==> src/rtl/ir_queue_if.sv <==
// rtl/ir_queue_if.sv - request and decode signal bundle for the instruction queue
interface ir_queue_if #(
  parameter int PC_W  = 32,
  parameter int CNT_W = 3
);
  logic             push;
  logic [31:0]      instr_in;
  logic [PC_W-1:0]  pc_in;
  logic             pop;
  logic             flush;
  logic             full;
  logic             valid;
  logic [CNT_W-1:0] count;
  logic             overflow;
  logic [5:0]       opcode;
  logic [4:0]       rs;
  logic [4:0]       rt;
  logic [4:0]       rd;
  logic [4:0]       shamt;
  logic [5:0]       funct;
  logic [15:0]      imm;
  logic [31:0]      imm_sext;
  logic [25:0]      IMM;
  logic [PC_W-1:0]  pc_out;

  modport master (
    output push, instr_in, pc_in, pop, flush,
    input  full, valid, count, overflow, opcode, rs, rt, rd, shamt, funct,
           imm, imm_sext, IMM, pc_out
  );

  modport slave (
    input  push, instr_in, pc_in, pop, flush,
    output full, valid, count, overflow, opcode, rs, rt, rd, shamt, funct,
           imm, imm_sext, IMM, pc_out
  );
endinterface

==> src/rtl/ir_queue.sv <==
// rtl/ir_queue.sv - DEPTH-entry instruction/PC queue with field decode at the head
module ir_queue #(
  parameter int DEPTH = 4,
  parameter int PC_W  = 32,
  localparam int CNT_W = $clog2(DEPTH) + 1
) (
  input logic       clk,
  input logic       rst,
  ir_queue_if.slave q
);
  localparam int AW = $clog2(DEPTH);

  logic [31:0]      instr_mem [DEPTH];
  logic [PC_W-1:0]  pc_mem    [DEPTH];
  logic [AW-1:0]    wr_ptr;
  logic [AW-1:0]    rd_ptr;
  logic [CNT_W-1:0] cnt;
  logic             ovf;
  logic             is_full;
  logic             is_valid;
  logic             do_pop;
  logic             do_push;
  logic             drop;
  logic [31:0]      head;

  assign is_full  = (cnt == CNT_W'(DEPTH));
  assign is_valid = (cnt != '0);

  // A pop on an empty queue never frees a slot, so there is no bypass path.
  assign do_pop  = q.pop  && !q.flush && is_valid;
  assign do_push = q.push && !q.flush && (!is_full || do_pop);
  assign drop    = q.push && !q.flush && is_full && !do_pop;

  always_ff @(negedge clk or posedge rst) begin
    if (rst) begin
      wr_ptr <= '0;
      rd_ptr <= '0;
      cnt    <= '0;
      ovf    <= 1'b0;
    end else if (q.flush) begin
      wr_ptr <= '0;
      rd_ptr <= '0;
      cnt    <= '0;
      ovf    <= 1'b0;
    end else begin
      if (do_push) wr_ptr <= wr_ptr + AW'(1);
      if (do_pop)  rd_ptr <= rd_ptr + AW'(1);
      if (do_push && !do_pop)      cnt <= cnt + CNT_W'(1);
      else if (do_pop && !do_push) cnt <= cnt - CNT_W'(1);
      if (drop) ovf <= 1'b1;
    end
  end

  // Storage carries no reset; valid gating hides stale contents.
  always_ff @(negedge clk) begin
    if (do_push) begin
      instr_mem[wr_ptr] <= q.instr_in;
      pc_mem[wr_ptr]    <= q.pc_in;
    end
  end

  assign head = is_valid ? instr_mem[rd_ptr] : '0;

  assign q.full     = is_full;
  assign q.valid    = is_valid;
  assign q.count    = cnt;
  assign q.overflow = ovf;
  assign q.opcode   = head[31:26];
  assign q.rs       = head[25:21];
  assign q.rt       = head[20:16];
  assign q.rd       = head[15:11];
  assign q.shamt    = head[10:6];
  assign q.funct    = head[5:0];
  assign q.imm      = head[15:0];
  assign q.imm_sext = {{16{head[15]}}, head[15:0]};
  assign q.IMM      = head[25:0];
  assign q.pc_out   = is_valid ? pc_mem[rd_ptr] : '0;
endmodule

==> src/flat_wrapper.sv <==
// flat-port wrapper written by rule: the top's interface ports become plain ports
module ir_queue_flat 
#(
  parameter int DEPTH = 4,
  parameter int PC_W  = 32,
  localparam int CNT_W = $clog2(DEPTH) + 1
)
  (clk, rst, q_push, q_instr_in, q_pc_in, q_pop, q_flush, q_full, q_valid, q_count, q_overflow, q_opcode, q_rs, q_rt, q_rd, q_shamt, q_funct, q_imm, q_imm_sext, q_IMM, q_pc_out);
  ir_queue_if #(.PC_W(PC_W), .CNT_W(3)) q_i ();
  input logic clk;
  input logic rst;
  input wire logic [$bits(q_i.push)-1:0] q_push;
  input wire logic [$bits(q_i.instr_in)-1:0] q_instr_in;
  input wire logic [$bits(q_i.pc_in)-1:0] q_pc_in;
  input wire logic [$bits(q_i.pop)-1:0] q_pop;
  input wire logic [$bits(q_i.flush)-1:0] q_flush;
  output wire logic [$bits(q_i.full)-1:0] q_full;
  output wire logic [$bits(q_i.valid)-1:0] q_valid;
  output wire logic [$bits(q_i.count)-1:0] q_count;
  output wire logic [$bits(q_i.overflow)-1:0] q_overflow;
  output wire logic [$bits(q_i.opcode)-1:0] q_opcode;
  output wire logic [$bits(q_i.rs)-1:0] q_rs;
  output wire logic [$bits(q_i.rt)-1:0] q_rt;
  output wire logic [$bits(q_i.rd)-1:0] q_rd;
  output wire logic [$bits(q_i.shamt)-1:0] q_shamt;
  output wire logic [$bits(q_i.funct)-1:0] q_funct;
  output wire logic [$bits(q_i.imm)-1:0] q_imm;
  output wire logic [$bits(q_i.imm_sext)-1:0] q_imm_sext;
  output wire logic [$bits(q_i.IMM)-1:0] q_IMM;
  output wire logic [$bits(q_i.pc_out)-1:0] q_pc_out;
  assign q_i.push = q_push;
  assign q_i.instr_in = q_instr_in;
  assign q_i.pc_in = q_pc_in;
  assign q_i.pop = q_pop;
  assign q_i.flush = q_flush;
  assign q_full = q_i.full;
  assign q_valid = q_i.valid;
  assign q_count = q_i.count;
  assign q_overflow = q_i.overflow;
  assign q_opcode = q_i.opcode;
  assign q_rs = q_i.rs;
  assign q_rt = q_i.rt;
  assign q_rd = q_i.rd;
  assign q_shamt = q_i.shamt;
  assign q_funct = q_i.funct;
  assign q_imm = q_i.imm;
  assign q_imm_sext = q_i.imm_sext;
  assign q_IMM = q_i.IMM;
  assign q_pc_out = q_i.pc_out;
  ir_queue #(.DEPTH(DEPTH), .PC_W(PC_W)) u_core (.clk(clk), .rst(rst), .q(q_i));
endmodule
==> config.mk <==
export PLATFORM = sky130hd
export DESIGN_NAME = ir_queue_flat
export DESIGN_NICKNAME = d
export VERILOG_FILES = /design/src/rtl/ir_queue_if.sv /design/src/rtl/ir_queue.sv /design/src/flat_wrapper.sv
export SDC_FILE = /design/constraint.sdc
export NUM_CORES = 1
export LEC_CHECK = 0
export ABC_CLOCK_PERIOD_IN_PS = 3300
export CORE_ASPECT_RATIO = 2
export CORE_MARGIN = 2
export CORE_UTILIZATION = 44
export CTS_BUF_LIST = sky130_fd_sc_hd__clkbuf_16
export CTS_CLUSTER_SIZE = 12
export DETAILED_ROUTE_END_ITERATION = 7
export HOLD_SLACK_MARGIN = 0.12
export PLACE_DENSITY = 0.72
export SLEW_MARGIN = 25
export SYNTH_ARGS = -nofsm -noshare
export SYNTH_HDL_FRONTEND = slang
export SYNTH_SLANG_ARGS = --single-unit
==> constraint.sdc <==
create_clock -name clk -period 3.3 [get_ports clk]
set_clock_uncertainty 0.1 [all_clocks]
set_input_delay 0.66 -clock clk [delete_from_list [all_inputs] [get_ports clk]]
set_output_delay 0.66 -clock clk [all_outputs]
set_load 0.03 [all_outputs]
==> results of run 1 <==
[repair_timing]
item	4_1_cts	5_1_grt
pin swaps	6	33
gates cloned	8	7
endpoints found under the setup margin	402	150
setup buffers	20	14
gates resized for setup	675	389
[cells by family (layout without fill, tap and decap cells)]
family          after synthesis  after routing  share of synthesized area
flops                       264            264                      0.730
buf+inv                     105            595                     0.0663
simple gates                 89             92                     0.0507
mux                          66             66                      0.136
compound gates               12             12                    0.00718
fa+ha+maj                     5              5                    0.00648
xor+xnor                      5              5                    0.00405
other cells                   0              1                          0
[cell usage after synthesis, drive strengths merged]
| master | count | area (um2) |
|---|---|---|
| edfxtp | 256 | 7690 |
| buf | 88 | 653 |
| and2 | 68 | 425 |
| mux4 | 64 | 1440 |
| clkbuf | 10 | 37.5 |
| dfrtn | 8 | 200 |
| nor2 | 8 | 37.5 |
| inv | 7 | 26.3 |
| ha | 4 | 50.1 |
| a21oi | 3 | 15.0 |
| nand2 | 3 | 11.3 |
| xnor2 | 3 | 26.3 |
| nand3 | 2 | 10.0 |
| o211ai | 2 | 15.0 |
| o21ai | 2 | 10.0 |
| or3 | 2 | 12.5 |
| xor2 | 2 | 17.5 |
| a211oi | 1 | 7.51 |
| a21o | 1 | 7.51 |
| a221oi | 1 | 8.76 |
| a31oi | 1 | 6.26 |
| and3b | 1 | 8.76 |
| fa | 1 | 20.0 |
| mux2 | 1 | 15.0 |
| mux2i | 1 | 10.0 |
| nand2b | 1 | 6.26 |
| nor2b | 1 | 6.26 |
| nor3b | 1 | 12.5 |
| o21bai | 1 | 7.51 |
| or2 | 1 | 6.26 |
| or3b | 1 | 11.3 |
[area by class of cell]
type / instances / area share
clock buffers: 27 / 0.0423
well taps: 290 / 0.0227
repair buffers: 299 / 0.222
diodes: 1 / 0.000157
multi-input cells: 180 / 0.152
flip-flops and latches: 264 / 0.494
clock inverters: 263 / 0.0659
inverters: 6 / 0.00164
[registers in the layout (all words and copies together), names as in the netlist]
name               count
u_core.instr_mem     128
u_core.pc_mem        128
u_core.q.count         3
u_core.rd_ptr          2
u_core.wr_ptr          2
u_core.q.overflow      1
[where the power goes]
part / total [mW] / leakage (nW) / internal [mW] / switching, mW
Clock: 3.97 / 1.74 / 2.02 / 1.95
Combinational: 5.10 / 2.59 / 2.47 / 2.63
Sequential: 3.91 / 2.43 / 3.86 / 0.0449
Total: 13.0 / 6.77 / 8.36 / 4.62
[worst max-delay path, stage by stage (launching register included)]
cell	delay, ns
sky130_fd_sc_hd__dfrtn_1	0.48
sky130_fd_sc_hd__buf_6	0.17
sky130_fd_sc_hd__buf_8	0.13
sky130_fd_sc_hd__buf_6	0.11
sky130_fd_sc_hd__mux4_2	0.51
sky130_fd_sc_hd__and2_4	0.20
sky130_fd_sc_hd__buf_6	0.14
[worst paths after layout]
kind | cells past startpoint | end | slack, ns
setup / recovery | 6 | q_pc_out[29] | -1.37
hold / removal | 2 | u_core.q.overflow | 0.43
setup reg to reg | 8 | u_core.q.count[2] | 1.03
hold reg to reg | 2 | u_core.q.overflow | 0.43
max in group asynchronous | 2 | u_core.wr_ptr[1] | 0.99
min in group asynchronous | 2 | u_core.rd_ptr[0] | 1.83
[stage by stage]
stage / std cells / TNS, ns / setup slack, ns / hold slack [ns]
6_report: 1330 / -178.39 / -1.37 / 0.434
5_1_grt: 1330 / -189.10 / -1.45 / 0.441
4_1_cts: 1313 / -190.71 / -1.45 / 0.411
3_5_place_dp: 996 / -385.86 / -1.22 / 0.390
3_3_place_gp: 996 / -361.65 / -1.17 / 0.364
2_1_floorplan: 546 / -207.14 / -0.807 / 0.420
[routing by layer]
| metal | part of all wire | vias to the layer above |
|---|---|---|
| met4 | 0.027 | 2 |
| met3 | 0.049 | 50 |
| met1 | 0.33 | 3353 |
| met5 | 0.00050 | - |
| met2 | 0.59 | 245 |
| li1 | - | 3023 |
==> impl_summary.md, run 1 <==
Outcome
The flow ran to the end, but the final reports show violations. The checks that failed: negative setup slack.

Drt
Dividing the detail-routed wire length by the instance count gives 19.7 um. The first TritonRoute pass finished after 5 iterations. In this run, the number of DRC markers left after iteration 0 of detailed routing was roughly 300. For this run, design rule violations remaining after detail routing come to 0. The routed layout has 6673 vias. The number of vias per cell after detailed routing is roughly 5. In this run the remaining antenna-violating nets after routing total 0. The total wire length is approximately 26000 um.

Run
Max-cap violations in this run came to 0.

Global routing
In the global route stage, met1 resource usage came out at 0.178. The wire length of the first global-routing pass is 37600 um. The number of global-route vias before repair came to 7484. For this run the aggregate overflow at the end of global routing stands at 0. Across every metal layer, demand over resource in global routing totals 0.195. The initial antenna violation count is 2. The maximum number of pins on one net before global-route repair is 41. In the global route stage, met2 resource usage came out at 0.370. met2 is the most crowded layer. In the global route stage, met3 resource usage came out at 0.0596.

Logic synthesis
The synthesized instance count is 546. Of the synthesized area, sequential elements account for 0.730. The mapped netlist covers approximately 11000 um2. The number of nets handed over by synthesis was 620.

After synthesis, the mean cell area works out to 19.8 um2. The Yosys step of the flow raised 0 warnings. The netlist uses 34 different library cells. The number of register bits inferred by synthesis is approximately 260.

STA
Setup violations remaining at the end of the flow were counted as 144. Once routing completed, OpenROAD measured the worst setup slack at -1.37 ns. The max-slew violation total from the final report was 0. For the pin with the worst max-slew slack, the measured transition is between 0.4 and 0.5 ns. Setup repair after global routing could not meet its margin everywhere.

The worst pin sits at a relative slew slack of 0.731. The final count of hold timing violations came to 0.

Floorplan
The starting density of the core is 0.444. The die is 115 um wide. The top-level I/O count is 213. The core footprint is 24300 um2. The die outline height is about 230 um. In this run the core area contains 81 standard-cell rows. The die covers 25900 um2.

Power
The total power consumption of the routed design is 13.0 mW. Across the VDD grid, the largest voltage drop is 0.000577 V. In this run the power density over the cells is 812 nW/um2. The leakage power is 6.77 nW.

Critical path
The type of the worst setup path is flop to output pin. The type of destination of the critical path is an output pin. In this run the worst path has a maximum fanout of 5. The arrival time of the worst setup path is 3.91 ns. In this run the critical register-to-register path is launched from u_core.q.count[1]. Tracing the worst setup path back leads to its startpoint at u_core.rd_ptr[0].

At the worst endpoint, the required time is about 2.5 ns. The kind of launch point of the worst setup path is a flop.

Clock tree
The maximum buffer depth of the clock tree is 3. The insertion delay to the later sink of the worst-skew pair is about 0.54 ns. The total CTS buffers is 26. The clock drives 264 sinks. Clock-pin slew was measured on the worst setup and hold paths at 0.05 ns. The root buffer cell is sky130_fd_sc_hd__clkbuf_16. TritonCTS built the clock tree.

After clock tree synthesis, the flow added hold-fix buffers numbering 0. The maximum level of the CTS H-tree is 1.

Hold path
The worst min-delay path class is flop to flop. The startpoint of the worst hold path is u_core.q.overflow.

Placed design
The final RePlAce weighted congestion is 0.722. After legalization and detailed placement, the total HPWL measured roughly 15000 um. Input and output buffers added on the ports amount to between 200 and 250.

Once placement finished, the instance area stood at 13300 um2.

Finish
The final core utilization is 0.657. The sequential cells in the finished layout cover a total of 7890 um2. Fill cells in the final layout number 1675. In the layout the commonest cells are sky130_fd_sc_hd__inv_1, sky130_fd_sc_hd__edfxtp_1, sky130_fd_sc_hd__buf_6. At the end of the flow, the number of nets in the layout was 1107. Once layout is done, the placed cells without fillers occupy about 16000 um2.

The most frequent standard cell in the layout excluding fill and tap cells is sky130_fd_sc_hd__inv_1. Relative to the synthesized area, the layout overhead comes to 47.8%. The multi-input combinational cell area is 2430 um2. Of the cells placed in the final design, the portion with a size suffix greater than 1 is 0.391.
Note: power is estimated with default switching activity, not from simulation.
==> run 2: changes to the inputs <==
CTS_BUF_LIST = sky130_fd_sc_hd__clkbuf_4   (was sky130_fd_sc_hd__clkbuf_16)
==> run 2 against run 1 <==
The run still ends with negative setup slack left. Power fell by 2.7%. Non-clock buffer count rose by 1. Wire length fell by 3.0%. First-iteration DRC count fell by 35%. Die area did not move. Clock power fell by 11%. Register-to-register slack improved by 0.03 ns. Cell count rose by 5.4%. Global-route usage rose by 0.10 points.
==> impl_summary.md, run 2 (synthesized netlist as in run 1, its figures left out) <==
Floorplan
The horizontal die dimension came to 115 um (unchanged). The top-level I/O count is 213 (unchanged). The starting density of the core was 0.444 (unchanged). The die outline height is 226 um (unchanged). The site row count is 81 (unchanged). The core footprint came to 24300 um2 (unchanged). The area of the die is 25900 um2 (unchanged).

Clock tree
The total CTS buffers was 60 (+130%). The maximum buffer depth of the clock tree is 3 (unchanged). The clock transition time at the flip-flop clock pins of the worst setup and hold paths is 0.05 ns (about the same). The insertion delay to the later sink of the worst-skew pair is 0.60 ns (+0.06 ns).

The maximum level of the CTS H-tree came to 2 (+1). CTS placed an instance of sky130_fd_sc_hd__clkbuf_4 at the clock tree root. The TritonCTS sink count came to 264 (unchanged).

The hold buffer count at cts is 0 (unchanged). The CTS tree is done.

Hold path
The worst hold path begins at u_core.q.overflow. The worst hold path terminates at u_core.q.overflow. The depth of the worst hold-timing path is 2 (unchanged). The worst min-delay path class is flop to flop.

STA
The count of endpoints failing setup in the final report was 144 (unchanged). The total negative setup slack is -194.26 ns (-15.86 ns). The final count of hold timing violations was 0 (unchanged). Setup repair after global routing could not meet its margin everywhere. The relative slew slack is 0.767 (+0.0364). The transition at the pin with the smallest max-transition slack came to 0.349 ns (-0.0531 ns). The smallest hold slack was 0.411 ns (-0.0232 ns). The max-slew violation total from the final report is 0 (unchanged). The slack of the critical path is -1.45 ns (-0.0792 ns).

Global routing
The all-layer global routing usage is 0.196 (+0.00103). The remaining global-route overflow is 0 (unchanged). The maximum number of pins on one net before global-route repair is 43 (+4.9%). The wire length of the first global-routing pass was 38200 um (+1.4%). The number of global-route vias before repair is 7919 (+5.8%). The initial antenna violation count is 2 (unchanged).

Drt
The first-iteration detailed-routing DRC count was 195 (-35%). The first-pass detailed-route iteration total is 4 (-1). The number of vias per cell after detailed routing is 4.91 (-2.2%). The remaining antenna violation count is 0 (unchanged). The DRC violation count after routing is 0 (unchanged). The routed via count came to 6882 (+3.1%). The mean routed wirelength per cell came to 18.1 um (-8.0%).

The total wire length came to 25400 um (-3.0%).

Critical path
The required time of the critical path came to 2.54 ns (about the same). The depth of the most critical reg-to-reg path came to 8 (unchanged). The worst setup path is launched from a flop. The setup path with the least slack is of type flop to output pin. The maximum fanout along the worst path was 8 (+3). The slack of the worst reg-to-reg path is 1.06 ns (+0.03 ns). The arrival time of the worst setup path came to 3.99 ns (+0.08 ns).

The source of the worst register-to-register timing path is u_core.q.count[1]. The type of destination of the critical path is an output pin. The endpoint of the lowest-slack register-to-register path is u_core.q.count[2].

Power
The power per standard cell area is 799 nW/um2 (-1.5%). The maximum VDD drop is 0.000562 V (-2.6%). The leakage power is 6.82 nW (+0.75%).

Outcome
The run finished, with violations left. The final reports fail on negative setup slack.

Finish
The share of cells above drive strength 1 is 0.407 (+0.0161). The library cell used most frequently in the layout, excluding fill and tap cells, is sky130_fd_sc_hd__inv_1. The top cell types in the final layout, fill and taps aside, are sky130_fd_sc_hd__inv_1, sky130_fd_sc_hd__edfxtp_1, sky130_fd_sc_hd__buf_6.

The signed area change from the synthesized netlist to the final layout is 46.1%. The final-stage net count is 1142 (+3.2%).

Run
The max-cap check violation count is 0 (unchanged).

Placed design
The final RePlAce weighted congestion came to 0.722 (unchanged). The number of buffer cells added on primary ports is 212 (unchanged). The HPWL reported at the end of detailed placement is 15000 um (unchanged).
-- run 2: routing by layer --
layer | global-route usage | share of wire | up-vias
met4 | 0.127 | 0.029 | 2
met2 | 0.361 | 0.60 | 263
met1 | 0.180 | 0.32 | 3439
met5 | 0 | 0.00043 | -
li1 | - | - | 3116
met3 | 0.0596 | 0.053 | 62
-- run 2: per-stage QoR --
| stage | instance area, um2 | setup slack [ns] | cells | utilization | power (mW) |
|---|---|---|---|---|---|
| 6_report | 15800 | -1.45 | 1402 | 0.649 | 12.6 |
| 5_1_grt | 15800 | -1.54 | 1402 | 0.649 | 13.4 |
| 4_1_cts | 15600 | -1.53 | 1392 | 0.641 | 12.6 |
| 3_5_place_dp | 13300 | -1.22 | 996 | 0.545 | 8.76 |
| 3_3_place_gp | 13300 | -1.17 | 996 | 0.545 | 8.69 |
| 2_1_floorplan | 11100 | -0.807 | 546 | - | 7.55 |
-- run 2: critical path: stages, from the launching register on --
cell	delay (ns)
sky130_fd_sc_hd__dfrtn_1	0.43
sky130_fd_sc_hd__buf_6	0.12
sky130_fd_sc_hd__buf_8	0.12
sky130_fd_sc_hd__buf_12	0.14
sky130_fd_sc_hd__mux4_2	0.48
sky130_fd_sc_hd__and2_4	0.19
sky130_fd_sc_hd__buf_6	0.11
sky130_fd_sc_hd__buf_6	0.13
-- run 2: how the worst max path moves through the flow --
stage / slack (ns) / end / cells past startpoint / start
finish: -1.45 / q_IMM[5] / 7 / u_core.rd_ptr[0]
global route: -1.54 / q_IMM[19] / 7 / u_core.rd_ptr[0]
CTS: -1.53 / q_IMM[5] / 7 / u_core.rd_ptr[0]
detailed placement: -1.22 / q_imm_sext[6] / 5 / u_core.rd_ptr[0]
global placement: -1.17 / q_pc_out[11] / 5 / u_core.rd_ptr[0]
floorplan: -0.81 / q_imm[15] / 5 / u_core.q.count[2]
-- run 2: area by class of cell --
class	instances	area, um2
Timing Repair Buffer	300	3440
Tap cell	290	363
Fill cell	1723	8530
Inverter	6	26.3
Multi-Input combinational cell	180	2430
Clock buffer	62	465
Antenna cell	1	2.50
Sequential cell	264	7890
Clock inverter	299	1180
-- run 2: power by group --
group          total (mW)  internal, mW  switching (mW)
Sequential           3.90          3.86          0.0439
Combinational        5.19          2.57            2.62
Clock                3.53          1.49            2.04
-- run 2: what timing repair did --
item	CTS	global route
hold endpoints to repair	0	0
setup endpoints to repair	399	155
buffers inserted	30	14
cloned	6	0
gates resized for setup	946	55
pin swaps	2	12
==> run 3: changes to the inputs <==
CAP_MARGIN = 10   (was unset)
==> results of run 3 <==
Final layout, timing and power as in run 2 (identical DEF).
